### config.mk
export PLATFORM = sky130hd
export DESIGN_NAME = dmem_port_arbiter
export DESIGN_NICKNAME = d
export VERILOG_FILES = /design/src/rtl/dmem_arb_pkg.sv /design/src/rtl/rr_arb2.sv /design/src/rtl/dmem_port_arbiter.sv
export SDC_FILE = /design/constraint.sdc
export NUM_CORES = 1
export LEC_CHECK = 0
export CAP_MARGIN = 20
export CORE_AREA = 2 2 97 99
export CTS_BUF_LIST = sky130_fd_sc_hd__clkbuf_16
export CTS_CLUSTER_SIZE = 14
export DETAILED_ROUTE_END_ITERATION = 10
export DIE_AREA = 0 0 99 101
export SLEW_MARGIN = 20
export SYNTH_ARGS = -nofsm -noshare
export SYNTH_HDL_FRONTEND = slang
export SYNTH_HIERARCHICAL = 1
export SYNTH_SLANG_ARGS = --single-unit
### constraint.sdc
create_clock -name clk -period 5.1 [get_ports clk]
set_input_delay 1.02 -clock clk [delete_from_list [all_inputs] [get_ports clk]]
set_output_delay 1.02 -clock clk [all_outputs]
set_load 0.02 [all_outputs]
### src/rtl/dmem_arb_pkg.sv
// Shared types for the data-memory port arbiter.
package dmem_arb_pkg;

  typedef enum logic {
    ARB_IDLE   = 1'b0,
    ARB_LOCKED = 1'b1
  } arb_state_t;

  // 0 = m0 (CPU load/store unit), 1 = m1 (debug/boot loader)
  typedef logic req_id_t;

  localparam int NUM_REQ = 2;

endpackage

### src/rtl/rr_arb2.sv
// Two-way round-robin pick: the requester that did not win last time has
// priority when both are requesting.
module rr_arb2
  import dmem_arb_pkg::*;
(
  input  logic [NUM_REQ-1:0] req,
  input  req_id_t            rr_last,
  output logic [NUM_REQ-1:0] gnt
);

  assign gnt[0] = req[0] & (~req[1] | rr_last);
  assign gnt[1] = req[1] & (~req[0] | ~rr_last);

endmodule

### src/rtl/dmem_port_arbiter.sv
// Shares the single dmem port between the CPU LSU (m0) and the debug/boot
// loader (m1) with round-robin arbitration and optional locked bursts.
module dmem_port_arbiter
  import dmem_arb_pkg::*;
#(
  parameter int DMEM_ADDR_WIDTH = 10,
  parameter int DATA_WIDTH      = 32
) (
  input  logic                         clk,
  input  logic                         reset,
  input  logic                         m0_req,
  input  logic                         m0_we,
  input  logic                         m0_lock,
  input  logic [DMEM_ADDR_WIDTH-1:0]   m0_addr,
  input  logic [DATA_WIDTH-1:0]        m0_wdata,
  input  logic [DATA_WIDTH/8-1:0]      m0_wstrb,
  output logic                         m0_gnt,
  output logic                         m0_rvalid,
  output logic [DATA_WIDTH-1:0]        m0_rdata,
  input  logic                         m1_req,
  input  logic                         m1_we,
  input  logic                         m1_lock,
  input  logic [DMEM_ADDR_WIDTH-1:0]   m1_addr,
  input  logic [DATA_WIDTH-1:0]        m1_wdata,
  input  logic [DATA_WIDTH/8-1:0]      m1_wstrb,
  output logic                         m1_gnt,
  output logic                         m1_rvalid,
  output logic [DATA_WIDTH-1:0]        m1_rdata,
  output logic [DMEM_ADDR_WIDTH-1:0]   mem_addr,
  output logic [DATA_WIDTH-1:0]        mem_din,
  output logic [DATA_WIDTH/8-1:0]      mem_be,
  output logic                         mem_read,
  output logic                         mem_write,
  input  logic [DATA_WIDTH-1:0]        mem_dout
);

  localparam int STRB_WIDTH = DATA_WIDTH / 8;

  arb_state_t          r_state;
  arb_state_t          w_state_nxt;
  req_id_t             r_owner;
  req_id_t             w_owner_nxt;
  req_id_t             r_rr_last;
  req_id_t             r_rd_id;
  logic                r_rd_valid;

  logic [NUM_REQ-1:0]  w_req;
  logic [NUM_REQ-1:0]  w_lock;
  logic [NUM_REQ-1:0]  w_arb_gnt;
  logic [NUM_REQ-1:0]  w_gnt;
  req_id_t             w_gnt_id;
  logic                w_any_gnt;

  assign w_req  = {m1_req, m0_req};
  assign w_lock = {m1_lock, m0_lock};

  rr_arb2 u_rr_arb2 (
    .req     (w_req),
    .rr_last (r_rr_last),
    .gnt     (w_arb_gnt)
  );

  assign w_gnt_id  = w_gnt[1];
  assign w_any_gnt = |w_gnt;
  assign m0_gnt    = w_gnt[0];
  assign m1_gnt    = w_gnt[1];

  // Grant selection and next-state / next-owner decode
  always_comb begin
    w_gnt       = {NUM_REQ{1'b0}};
    w_state_nxt = r_state;
    w_owner_nxt = r_owner;
    case (r_state)
      ARB_IDLE:   w_gnt = w_arb_gnt;
      ARB_LOCKED: w_gnt[r_owner] = w_req[r_owner];
      default:    w_gnt = {NUM_REQ{1'b0}};
    endcase
    // A granted beat decides the lock by its own lock bit; an idle owner
    // releases the lock by dropping it without issuing a beat.
    if (w_any_gnt) begin
      w_state_nxt = w_lock[w_gnt_id] ? ARB_LOCKED : ARB_IDLE;
      w_owner_nxt = w_gnt_id;
    end else if (r_state == ARB_LOCKED && !w_lock[r_owner]) begin
      w_state_nxt = ARB_IDLE;
    end else begin
      w_state_nxt = r_state;
    end
  end

  // Memory-side mux driven by the granted requester
  always_comb begin
    mem_addr  = {DMEM_ADDR_WIDTH{1'b0}};
    mem_din   = {DATA_WIDTH{1'b0}};
    mem_be    = {STRB_WIDTH{1'b0}};
    mem_read  = 1'b0;
    mem_write = 1'b0;
    if (w_any_gnt) begin
      if (w_gnt_id) begin
        mem_addr  = m1_addr;
        mem_din   = m1_wdata;
        mem_be    = m1_wstrb;
        mem_read  = ~m1_we;
        mem_write = m1_we & (|m1_wstrb);
      end else begin
        mem_addr  = m0_addr;
        mem_din   = m0_wdata;
        mem_be    = m0_wstrb;
        mem_read  = ~m0_we;
        mem_write = m0_we & (|m0_wstrb);
      end
    end else begin
      mem_read  = 1'b0;
      mem_write = 1'b0;
    end
  end

  // FSM, ownership, round-robin history and read-tag pipeline
  always_ff @(posedge clk or posedge reset) begin
    if (reset) begin
      r_state    <= ARB_IDLE;
      r_owner    <= 1'b0;
      r_rr_last  <= 1'b1;
      r_rd_valid <= 1'b0;
      r_rd_id    <= 1'b0;
    end else begin
      r_state    <= w_state_nxt;
      r_owner    <= w_owner_nxt;
      r_rd_valid <= mem_read;
      r_rd_id    <= w_gnt_id;
      if (w_any_gnt) begin
        r_rr_last <= w_gnt_id;
      end else begin
        r_rr_last <= r_rr_last;
      end
    end
  end

  // dmem's registered output lines up with the tag captured at grant time
  assign m0_rvalid = r_rd_valid & ~r_rd_id;
  assign m1_rvalid = r_rd_valid &  r_rd_id;
  assign m0_rdata  = mem_dout;
  assign m1_rdata  = mem_dout;

endmodule

==> metrics.log <==
[metrics] Req. time, crit path: 4.08 ns
[metrics] antenna diode instance count: 0
[metrics] Power, Total: 0.00134 W
[metrics] transition time of the tightest slew-check pin: 0.529 ns
[metrics] Critical Path Start Type: primary input
[metrics] latest clock arrival within the worst-skew pair: 0.22 ns
[metrics] sequential cell area fraction in the yosys report: 8.52%
[metrics] Fmax achieved: 210 MHz
[metrics] Setup WS pre-CTS: 0.330 ns
[metrics] average instance area after synthesis: 5.87 sq um
[metrics] arrival time of data at the critical path endpoint: 3.75 ns
[metrics] internal power consumption: 0.000674 W
[metrics] die footprint: 10000 sq um
[metrics] Lkg Pwr: 1.06 nW
[metrics] cell types with the highest counts after synthesis: 93 x nand2_1, 66 x buf_4, 47 x a21oi_1, 7 x buf_2
[metrics] worst slew margin relative to its limit: 64.7%
[metrics] async set-or-reset flop fraction in the synthesized netlist: 100%
[metrics] CTS Root Cell: clkbuf_16
[metrics] count of nets after finishing: 464
[metrics] multiplexer area fraction after synthesis: 2.87%
[metrics] antenna violations before repair: 0
[metrics] area used by multi-input combinational logic: 758 sq um
[metrics] pwr dens: 504 nW/um^2
[metrics] ratio of routed vias to standard cells: 4.23
[metrics] Total Negative Setup Slacks: 0 ns
[metrics] PortBufs: 151
[metrics] number of buffers added by the clock tree synthesis step: 3
[metrics] most common cell in the netlist: nand2_1
[metrics] clock transition at the register clock pins on the worst setup and hold paths after CTS: 0.03 ns
[metrics] average routed wire per standard cell: 12.8 microns
[metrics] antenna violation net count after detailed routing: 0
[metrics] Combinational Power Share: 84.4%
[metrics] Yosys top cell by area: buf_4
[metrics] Setup WS post-layout: 0.330 ns
[metrics] nature of the critical path endpoint: primary output
[metrics] max-slew violation total from the final report: 0
[metrics] CTS HTree Levels: 1
[metrics] post-route DRC violation count: 0
[metrics] Overflow after GRT: 0
[metrics] maximum fanout along the worst path: 37
[metrics] worst hold path stage count: 2
[metrics] share of the synthesized area in compound gates (AO/OA/AOI/OAI): 19.0%
[metrics] dominant combinational cell family by area after synthesis: buffers and inverters
[metrics] worst hold-check slack: 0.500 ns
[metrics] number of fill cells in the layout: 991
[metrics] placed insts: 438
[metrics] buffers from clock root to sink, at most: 2
[metrics] period utilization: 93.5%
[metrics] initial DRC count: 54
[metrics] flip-flop cell with the highest count after synthesis: dfrtp_1
[metrics] Synth cell types: 25
[metrics] net load switching power: 0.000666 W
[metrics] layout cell share with drive strength beyond 1: 3.63%
[metrics] die width: 99 microns
[metrics] worst ir drop on vdd: 0.000281 V
[metrics] die boundary height: 101 microns
[metrics] sinks on the clock net: 5
[metrics] EDFF count, synth: 0
[metrics] P&R area growth vs syn: 79.3%
[metrics] number of failing setup endpoints in the final timing report: 0
[metrics] worst hold path class: flop to flop
[metrics] Fin. Hold Viols: 0
[metrics] cell area after synthesis: 1480 sq um
[metrics] Post-Route Skew: 0.000679 ns
[metrics] crit path kind: primary input to primary output
[metrics] wire length of the first global-routing pass: 8370 microns
[metrics] RSZ-0062 raised after global routing: no
[metrics] post-route insts no fill: 442
[metrics] result of the run: complete, no violations
[metrics] simple-gate area share of the yosys netlist: 28.2%
[metrics] adder and majority gate portion of the synthesized area: 0%
[metrics] Max Cap Violations: 0
[metrics] sequential group share of total power: 6.2%
[metrics] effective utilization at floorplan: 16.5%
[metrics] Core Footprint: 8980 sq um
[metrics] post-cts gate resize count: 0
[metrics] total track usage: 10.2%
[metrics] first drt pass iteration count: 6
[metrics] row count: 35
[metrics] synthesized-area fraction occupied by xor and xnor cells: 0%
[metrics] final critical path time including I/O delays and setup: 4.77 ns
[metrics] count of mapped cells out of synthesis: 253
[metrics] number of hold buffers added after CTS: 0
[metrics] post-CTS setup repair buffer count: 0
[metrics] Top-Level Pins: 248
[metrics] RePlAce Congestion: 0.768
[metrics] Synth warnings: 6
[metrics] fraction of post-synthesis cell area in the top cell type by area: 33.4%
[metrics] Routed WL: 5670 microns
[metrics] register bit total from synthesis: 5
[metrics] CTS tree: done
[metrics] via count of the first global-routing pass: 1,751
[metrics] nets in the synthesized netlist: 385
[metrics] switching share of total power: 49.7%
[metrics] detailed placer's ending HPWL: 4390 microns
[metrics] via count: 1,869
[metrics] clock share of power: 9.4%
[metrics] dominant cells by area after synthesis: buf_4 33%, nand2_1 24%, a21oi_1 16%, dfrtp_1 6.7%, buf_2 2.4%
[metrics] largest net degree at the start of global routing: 50
[metrics] worst-case reg-to-reg path depth: 6
[metrics] sequential standard cell area: 126 sq um
## registers in the layout, indices dropped and copies added (netlist names)
| name | count |
|---|---|
| r_rd_valid | 1 |
| r_state | 1 |
| r_rr_last | 1 |
| r_owner | 1 |
| r_rd_id | 1 |
## per-stage QoR
step	area (sq um)	util (%)
final	2660	29.6
after global routing	2660	29.6
after CTS	2660	29.6
after detailed placement	2580	28.8
after global placement	2580	28.8
after floorplan	1480	-
## cell families (layout without fill, tap and decap cells)
| kind of cell | count (synthesis) | in the layout |
|---|---|---|
| simple gates | 105 | 105 |
| buf+inv | 85 | 163 |
| mux | 4 | 4 |
| flops | 5 | 5 |
| compound gates | 54 | 54 |
## power by group through the flow
stage | Clock (W) | Sequential, W | Combinational (W)
floorplan | 0 | 0.0000750 | 0.000716
global placement | 0 | 0.0000810 | 0.00114
detailed placement | 0 | 0.0000830 | 0.00114
CTS | 0.000128 | 0.0000827 | 0.00115
global route | 0.000132 | 0.0000863 | 0.00122
finish | 0.000126 | 0.0000829 | 0.00113
## path summary, 6_finish.rpt
kind	start	endpoint	slack [ns]
worst max-delay path	m1_req	mem_read	0.33
worst min-delay path	r_rr_last	r_rr_last	0.50
worst max register to register	r_rr_last	r_rd_valid	3.12
worst min register to register	r_rr_last	r_rr_last	0.50
max in group asynchronous	reset	r_rr_last	3.86
min in group asynchronous	reset	r_rd_id	1.00
## worst max-delay path, stage by stage
cell             delay [ns]
clkdlybuf4s50_1        0.53
a21boi_0               0.46
nand2b_1               0.13
and2_2                 0.25
inv_6                  0.23
mux2_1                 0.37
nor2_1                 0.13
clkdlybuf4s50_1        0.62
## final cells by class
cell class | count | share of cell area [%]
clock buffers | 3 | 2.82
clock inverters | 1 | 0.141
inverters | 5 | 0.894
multi-input cells | 163 | 28.5
flip-flops and latches | 5 | 4.75
well taps | 111 | 5.22
repair buffers | 154 | 57.7
## placed cells by master (no fill, tap or decap), drive strengths merged
master and count:
nand2 93, dfrtp 4, nand2b 1, nor2b 2, a21oi 47, o21ai 3
and2 2, o31ai 1, a21boi 2, clkbuf 3, nor2 1, a31o 1
clkdlybuf4s50 151, or4 2, mux2i 2, nand3 4, mux2 2, buf 3
inv 6, dfstp 1
## per-layer routing
metal / GRT usage [%] / vias up / wire length [microns]
met5: 0 / - / 0
met4: 4.32 / 0 / 180
met3: 2.36 / 25 / 613
met2: 19.5 / 111 / 2860
met1: 10.8 / 834 / 2020
li1: - / 899 / -
Power figures use the tool's default switching activity.
